$ cat config.mk
export PLATFORM = sky130hd
export DESIGN_NAME = booth_controller_flat
export DESIGN_NICKNAME = d
export VERILOG_FILES = /design/src/rtl/booth_controller_if.sv /design/src/rtl/booth_controller.sv /design/src/flat_wrapper.sv
export SDC_FILE = /design/constraint.sdc
export NUM_CORES = 1
export LEC_CHECK = 0
export ABC_AREA = 1
export BUFFER_PORTS_ARGS = -buffer_cell sky130_fd_sc_hd__buf_4
export CORE_AREA = 2 2 39 41
export DETAILED_ROUTE_END_ITERATION = 12
export DIE_AREA = 0 0 41 43
export GPL_ROUTABILITY_DRIVEN = 0
export SLEW_MARGIN = 20
export SYNTH_ARGS = -nofsm -noshare
export SYNTH_HDL_FRONTEND = slang
export SYNTH_SLANG_ARGS = --single-unit
$ cat constraint.sdc
create_clock -name clk -period 1.15 [get_ports clk]
set_input_delay 0 -clock clk [delete_from_list [all_inputs] [get_ports clk]]
set_output_delay 0 -clock clk [all_outputs]
set_load 0.1 [all_outputs]
$ cat src/rtl/booth_controller_if.sv
`default_nettype none
// ============================================================================
//  Module      : booth_controller_if
//  Description : Control/status bundle between the Booth multiplier
//                controller and its datapath.
//                master : controller side (drives controls, busy, done)
//                slave  : datapath/host side (drives start, q0, qm1, eqz)
//  Signals     : start, q0, qm1, eqz                     datapath -> ctrl
//                LdA, LdQ, LdM, clrA, clrQ, clrff,
//                sftA, sftQ, addsub, decr, ldcnt         ctrl -> datapath
//                busy, done                              ctrl status
//                cycle_cnt[5:0]                          only when
//                                                        BOOTH_CYCLE_CNT_EN
//  Options     : BOOTH_CYCLE_CNT_EN adds the cycle_cnt status field.
//  Revision    : 1.0  initial release
// ============================================================================
interface booth_controller_if;
   logic start;
   logic q0;
   logic qm1;
   logic eqz;

   logic LdA;
   logic LdQ;
   logic LdM;
   logic clrA;
   logic clrQ;
   logic clrff;
   logic sftA;
   logic sftQ;
   logic addsub;
   logic decr;
   logic ldcnt;

   logic busy;
   logic done;
`ifdef BOOTH_CYCLE_CNT_EN
   logic [5:0] cycle_cnt;
`endif

   modport master (
`ifdef BOOTH_CYCLE_CNT_EN
      output cycle_cnt,
`endif
      input  start, q0, qm1, eqz,
      output LdA, LdQ, LdM, clrA, clrQ, clrff, sftA, sftQ, addsub, decr, ldcnt,
      output busy, done
   );

   modport slave (
`ifdef BOOTH_CYCLE_CNT_EN
      input  cycle_cnt,
`endif
      output start, q0, qm1, eqz,
      input  LdA, LdQ, LdM, clrA, clrQ, clrff, sftA, sftQ, addsub, decr, ldcnt,
      input  busy, done
   );
endinterface

`default_nettype wire

$ cat src/rtl/booth_controller.sv
`default_nettype none
// ============================================================================
//  Module      : booth_controller
//  Description : Moore FSM sequencing a 16-bit, 16-iteration radix-2 Booth
//                multiplier datapath.
//  Ports       : clk    - single clock, rising edge
//                reset  - asynchronous, active-low
//                bus    - booth_controller_if.master
//                         in : start, q0, qm1, eqz
//                         out: LdA, LdQ, LdM, clrA, clrQ, clrff, sftA, sftQ,
//                              addsub, decr, ldcnt, busy, done,
//                              cycle_cnt (BOOTH_CYCLE_CNT_EN only)
//  Options     : BOOTH_CYCLE_CNT_EN - adds a 6-bit count of the cycles used
//                by the last operation (LOAD_M through DONE inclusive).
//  Revision    : 1.0  initial release
// ============================================================================
module booth_controller (
   input wire               clk,
   input wire               reset,
   booth_controller_if.master bus
);

   typedef enum logic [2:0] {
      S_IDLE   = 3'd0,
      S_LOAD_M = 3'd1,
      S_LOAD_Q = 3'd2,
      S_CHECK  = 3'd3,
      S_ADDSUB = 3'd4,
      S_SHIFT  = 3'd5,
      S_DONE   = 3'd6
   } state_t;

   state_t state_q;
   state_t state_d;

   // Operation chosen in CHECK, consumed in the following ADDSUB: 1 = add.
   logic   op_q;
   logic   op_d;

   logic   ld_a;
   logic   ld_q;
   logic   ld_m;
   logic   clr_a;
   logic   clr_ff;
   logic   sft_a;
   logic   sft_q;
   logic   add_sub;
   logic   decr_c;
   logic   ld_cnt;
   logic   busy_c;
   logic   done_c;

   // ------------------------------------------------------------------------
   // State and op registers
   // ------------------------------------------------------------------------
   always_ff @(posedge clk or negedge reset) begin
      if (!reset) begin
         state_q <= S_IDLE;
         op_q    <= 1'b0;
      end else begin
         state_q <= state_d;
         op_q    <= op_d;
      end
   end

   // ------------------------------------------------------------------------
   // Next-state and Moore output decode
   // ------------------------------------------------------------------------
   always_comb begin
      state_d = state_q;
      op_d    = op_q;
      ld_a    = 1'b0;
      ld_q    = 1'b0;
      ld_m    = 1'b0;
      clr_a   = 1'b0;
      clr_ff  = 1'b0;
      sft_a   = 1'b0;
      sft_q   = 1'b0;
      add_sub = 1'b0;
      decr_c  = 1'b0;
      ld_cnt  = 1'b0;
      busy_c  = 1'b1;
      done_c  = 1'b0;

      case (state_q)
         S_IDLE: begin
            busy_c = 1'b0;
            if (bus.start) begin
               state_d = S_LOAD_M;
            end
         end

         S_LOAD_M: begin
            ld_m    = 1'b1;
            clr_a   = 1'b1;
            state_d = S_LOAD_Q;
         end

         S_LOAD_Q: begin
            ld_q    = 1'b1;
            ld_cnt  = 1'b1;
            clr_ff  = 1'b1;
            state_d = S_CHECK;
         end

         // The counter is tested before the Booth pair so that the 17th
         // visit (counter exhausted) terminates regardless of Q[0]/Q(-1).
         S_CHECK: begin
            if (bus.eqz) begin
               state_d = S_DONE;
            end else begin
               case ({bus.q0, bus.qm1})
                  2'b01: begin
                     op_d    = 1'b1;
                     state_d = S_ADDSUB;
                  end
                  2'b10: begin
                     op_d    = 1'b0;
                     state_d = S_ADDSUB;
                  end
                  default: begin
                     state_d = S_SHIFT;
                  end
               endcase
            end
         end

         S_ADDSUB: begin
            ld_a    = 1'b1;
            add_sub = op_q;
            state_d = S_SHIFT;
         end

         S_SHIFT: begin
            sft_a   = 1'b1;
            sft_q   = 1'b1;
            decr_c  = 1'b1;
            state_d = S_CHECK;
         end

         S_DONE: begin
            done_c  = 1'b1;
            state_d = S_IDLE;
         end

         default: begin
            busy_c  = 1'b0;
            state_d = S_IDLE;
         end
      endcase
   end

   assign bus.LdA    = ld_a;
   assign bus.LdQ    = ld_q;
   assign bus.LdM    = ld_m;
   assign bus.clrA   = clr_a;
   // Q is always overwritten by LdQ, so it never needs clearing.
   assign bus.clrQ   = 1'b0;
   assign bus.clrff  = clr_ff;
   assign bus.sftA   = sft_a;
   assign bus.sftQ   = sft_q;
   assign bus.addsub = add_sub;
   assign bus.decr   = decr_c;
   assign bus.ldcnt  = ld_cnt;
   assign bus.busy   = busy_c;
   assign bus.done   = done_c;

`ifdef BOOTH_CYCLE_CNT_EN
   // ------------------------------------------------------------------------
   // Cycle counter: value equals the index of the current cycle within the
   // operation (LOAD_M = 1). It stops advancing in DONE so the final total
   // is held through IDLE until the next launch.
   // ------------------------------------------------------------------------
   logic [5:0] cycle_cnt_q;
   logic [5:0] cycle_cnt_d;

   always_comb begin
      cycle_cnt_d = cycle_cnt_q;
      if ((state_q == S_IDLE) && (state_d == S_LOAD_M)) begin
         cycle_cnt_d = 6'd1;
      end else if ((state_q != S_IDLE) && (state_q != S_DONE)) begin
         cycle_cnt_d = cycle_cnt_q + 6'd1;
      end
   end

   always_ff @(posedge clk or negedge reset) begin
      if (!reset) begin
         cycle_cnt_q <= 6'd0;
      end else begin
         cycle_cnt_q <= cycle_cnt_d;
      end
   end

   assign bus.cycle_cnt = cycle_cnt_q;
`endif

endmodule

`default_nettype wire

$ cat src/flat_wrapper.sv
// flat-port wrapper written by rule: the top's interface ports become plain ports
module booth_controller_flat 
  (clk, reset, bus_start, bus_q0, bus_qm1, bus_eqz, bus_LdA, bus_LdQ, bus_LdM, bus_clrA, bus_clrQ, bus_clrff, bus_sftA, bus_sftQ, bus_addsub, bus_decr, bus_ldcnt, bus_busy, bus_done);
  booth_controller_if bus_i ();
  input wire clk;
  input wire reset;
  input wire logic [$bits(bus_i.start)-1:0] bus_start;
  input wire logic [$bits(bus_i.q0)-1:0] bus_q0;
  input wire logic [$bits(bus_i.qm1)-1:0] bus_qm1;
  input wire logic [$bits(bus_i.eqz)-1:0] bus_eqz;
  output wire logic [$bits(bus_i.LdA)-1:0] bus_LdA;
  output wire logic [$bits(bus_i.LdQ)-1:0] bus_LdQ;
  output wire logic [$bits(bus_i.LdM)-1:0] bus_LdM;
  output wire logic [$bits(bus_i.clrA)-1:0] bus_clrA;
  output wire logic [$bits(bus_i.clrQ)-1:0] bus_clrQ;
  output wire logic [$bits(bus_i.clrff)-1:0] bus_clrff;
  output wire logic [$bits(bus_i.sftA)-1:0] bus_sftA;
  output wire logic [$bits(bus_i.sftQ)-1:0] bus_sftQ;
  output wire logic [$bits(bus_i.addsub)-1:0] bus_addsub;
  output wire logic [$bits(bus_i.decr)-1:0] bus_decr;
  output wire logic [$bits(bus_i.ldcnt)-1:0] bus_ldcnt;
  output wire logic [$bits(bus_i.busy)-1:0] bus_busy;
  output wire logic [$bits(bus_i.done)-1:0] bus_done;
  assign bus_i.start = bus_start;
  assign bus_i.q0 = bus_q0;
  assign bus_i.qm1 = bus_qm1;
  assign bus_i.eqz = bus_eqz;
  assign bus_LdA = bus_i.LdA;
  assign bus_LdQ = bus_i.LdQ;
  assign bus_LdM = bus_i.LdM;
  assign bus_clrA = bus_i.clrA;
  assign bus_clrQ = bus_i.clrQ;
  assign bus_clrff = bus_i.clrff;
  assign bus_sftA = bus_i.sftA;
  assign bus_sftQ = bus_i.sftQ;
  assign bus_addsub = bus_i.addsub;
  assign bus_decr = bus_i.decr;
  assign bus_ldcnt = bus_i.ldcnt;
  assign bus_busy = bus_i.busy;
  assign bus_done = bus_i.done;
  booth_controller u_core (.clk(clk), .reset(reset), .bus(bus_i));
endmodule
==> run metrics <==
max cap viols 0; clock root buffer clkbuf_4; routed vias 404; status complete, but fails checks; final WL 877 um; RSZ-0062 raised after global routing true; Core ar. 1380 um^2; drt initial violations 1; CTS sink cnt 4; class of the worst hold path in2reg; Post-Synth Adder-Cell Area 18.9%; DP HPWL 682 um; final setup fails 16; DP Worst Slack -0.117 ns; R2R depth 8; Netlist Area Pre-Place roughly 400 um^2; number of global-route vias before repair 367; first-pass GRT wire length 1410 um; compound-cell area share of the yosys netlist 2.52%; via density per instance 4.08; post-synthesis mux area share 0%; Slew Viols, Final 0; area grow syn2layout 100%; CTS tree yes; r2r startpoint u_core.state_q[1]$_DFFE_PN0P_; Clock Path Buffers 2; layout cells sized above 1 66.3%; Crit. End Element primary output; Hold Vio Cnt, Final 0; Routed Antenna Nets 0; 1st-pass router iterations 4; Die Y 43 um; clock-pin slew on the worst setup and hold paths 0.03 ns; Worst R2R Setup Slack -0.20 ns; failing checks setup timing; Netlist cell types 15; synthesized-area fraction occupied by and/or/nand/nor cells 27.8%; initial core utilization 28.7%; FMAX roughly 710 MHz; met2 Resource Use GR about 18%; worst skew pair latency 0.23 ns; crit path time final 1.41 ns; average instance area after synthesis 6.84 um^2; XOR/XNOR Fraction of Synth Area 0%; global route overflow 0; Row Count 14; CP startpoint u_core.state_q[0]$_DFFE_PN0P_; die span in x between 40 and 50 um; Critical Path End bus_sftA; ant diodes 0; post-layout worst setup margin -0.258 ns; PortBufs 17; Num CTS Buffers 3; grt peak-use layer met2; pin count of the biggest net entering global routing 5; Setup CP Type reg2out; initial antenna violation count 0; Global Route Usage Sum approximately an eighth; CP required 1.15 ns; startpoint types flip-flop; crit-path max FO 4; Die ar. 1760 um^2; combinational family with the most area after synthesis simple AND/OR/NAND/NOR gates; Mapped Nets 70; period utilisation layout 122%; Yosys warnings 0; met3 Resource Use GR 0%; H-tree depth 1; Post-layout nets a little under 100; worst clock skew 0.00282 ns; routed wire length per instance approximately 8.9 um; drt drc 0; sequential fraction of the synthesis area between 20% and 30%; flops & latches, synth 4; Ports 19; worst path arrival time approximately 1.4 ns; Mapped Cells 58; routing usage on met1 16.4%; Crit Reg-Reg Endpoint u_core.state_q[0]$_DFFE_PN0P_
-- critical path, stage by stage, from the launching register on --
cell,delay [ns]
dfrtp_1,0.42
buf_6,0.14
ha_2,0.19
nand2_2,0.08
clkinvlp_4,0.15
buf_12,0.20
-- per-stage QoR --
step	area, um^2	setup TNS (ns)	hold WS [ns]	utilization (%)	instances
finish	795	-3.18	0.0902	57.4	99
detailed placement	593	-0.793	-0.203	42.9	93
CTS	762	-3.37	0.0824	55.1	99
floorplan	467	-2.51	-0.296	-	58
global route	795	-4.21	0.104	57.4	99
global placement	593	-0.703	-0.203	42.9	93
-- layout by cell type, fill, tap and decap left out, types with 2 or more instances in the layout --
master	n
inv_2	5
dfrtp_1	4
nand3_1	2
buf_12	7
ha_1	2
ha_2	3
o21ai_1	2
inv_1	4
nand2_1	10
nand2_2	6
buf_6	4
buf_4	15
clkinvlp_4	5
clkbuf_4	3
-- registers in the layout, indices dropped and copies added, names as in the netlist --
signal,cells
u_core.op_q,1
u_core.state_q,3
-- cells in the mapped netlist --
master,n,area [um^2]
dfrtp_1,4,100
buf_4,6,45.0
nand2_2,1,6.26
inv_1,13,48.8
ha_1,6,75.1
nand2_1,16,60.1
nor2_1,3,11.3
nor3_2,1,10.0
nand3_1,2,10.0
or2_1,1,6.26
inv_2,1,3.75
o21ai_0,1,5.00
o21ai_1,1,5.00
conb_1,1,3.75
nand4_1,1,6.26
-- cells by family after synthesis --
| family | after synthesis |
|---|---|
| AO/OA/AOI/OAI | 2 |
| adder cells (fa/ha/maj) | 6 |
| buffers and inverters | 20 |
| flip-flops | 4 |
| other | 1 |
| AND/OR/NAND/NOR | 25 |
-- metal layers --
layer | vias to the layer above | wire (um)
met4 | 0 | 0
met1 | 175 | 392
met2 | 12 | 452
met5 | - | 0
li1 | 217 | -
met3 | 0 | 31
-- what timing repair did --
item                                    in CTS  in global routing
endpoints found under the hold margin        4                  0
endpoints found under the setup margin      16                 16
gates resized for setup                     32                 11
hold buffers                                 1                  0
cloned                                       0                  0
pin swaps                                    6                  6
setup buffers                                3                  2
-- worst min path at each step --
| stage | start | endpoint | slack [ns] | cells past startpoint |
|---|---|---|---|---|
| floorplan | reset | u_core.op_q$_DFFE_PN0P_ | -0.30 | 0 |
| global placement | reset | u_core.state_q[2]$_DFFE_PN0P_ | -0.20 | 1 |
| detailed placement | reset | u_core.state_q[2]$_DFFE_PN0P_ | -0.20 | 1 |
| CTS | bus_eqz | u_core.op_q$_DFFE_PN0P_ | 0.08 | 4 |
| global route | bus_start | u_core.state_q[2]$_DFFE_PN0P_ | 0.10 | 5 |
| finish | bus_start | u_core.state_q[2]$_DFFE_PN0P_ | 0.09 | 5 |
-- final cells by class --
type | instances | area, um^2
sequential | 4 | 100
clock buffer | 3 | 22.5
timing repair buffer | 28 | 323
inverter | 14 | 71.3
tap | 16 | 20.0
fill | 129 | 589
multi-input combinational | 34 | 258
Power is left out: the tool's default activity adds up to more than one toggle a clock period on the data nets, which glitch-free logic cannot reach.
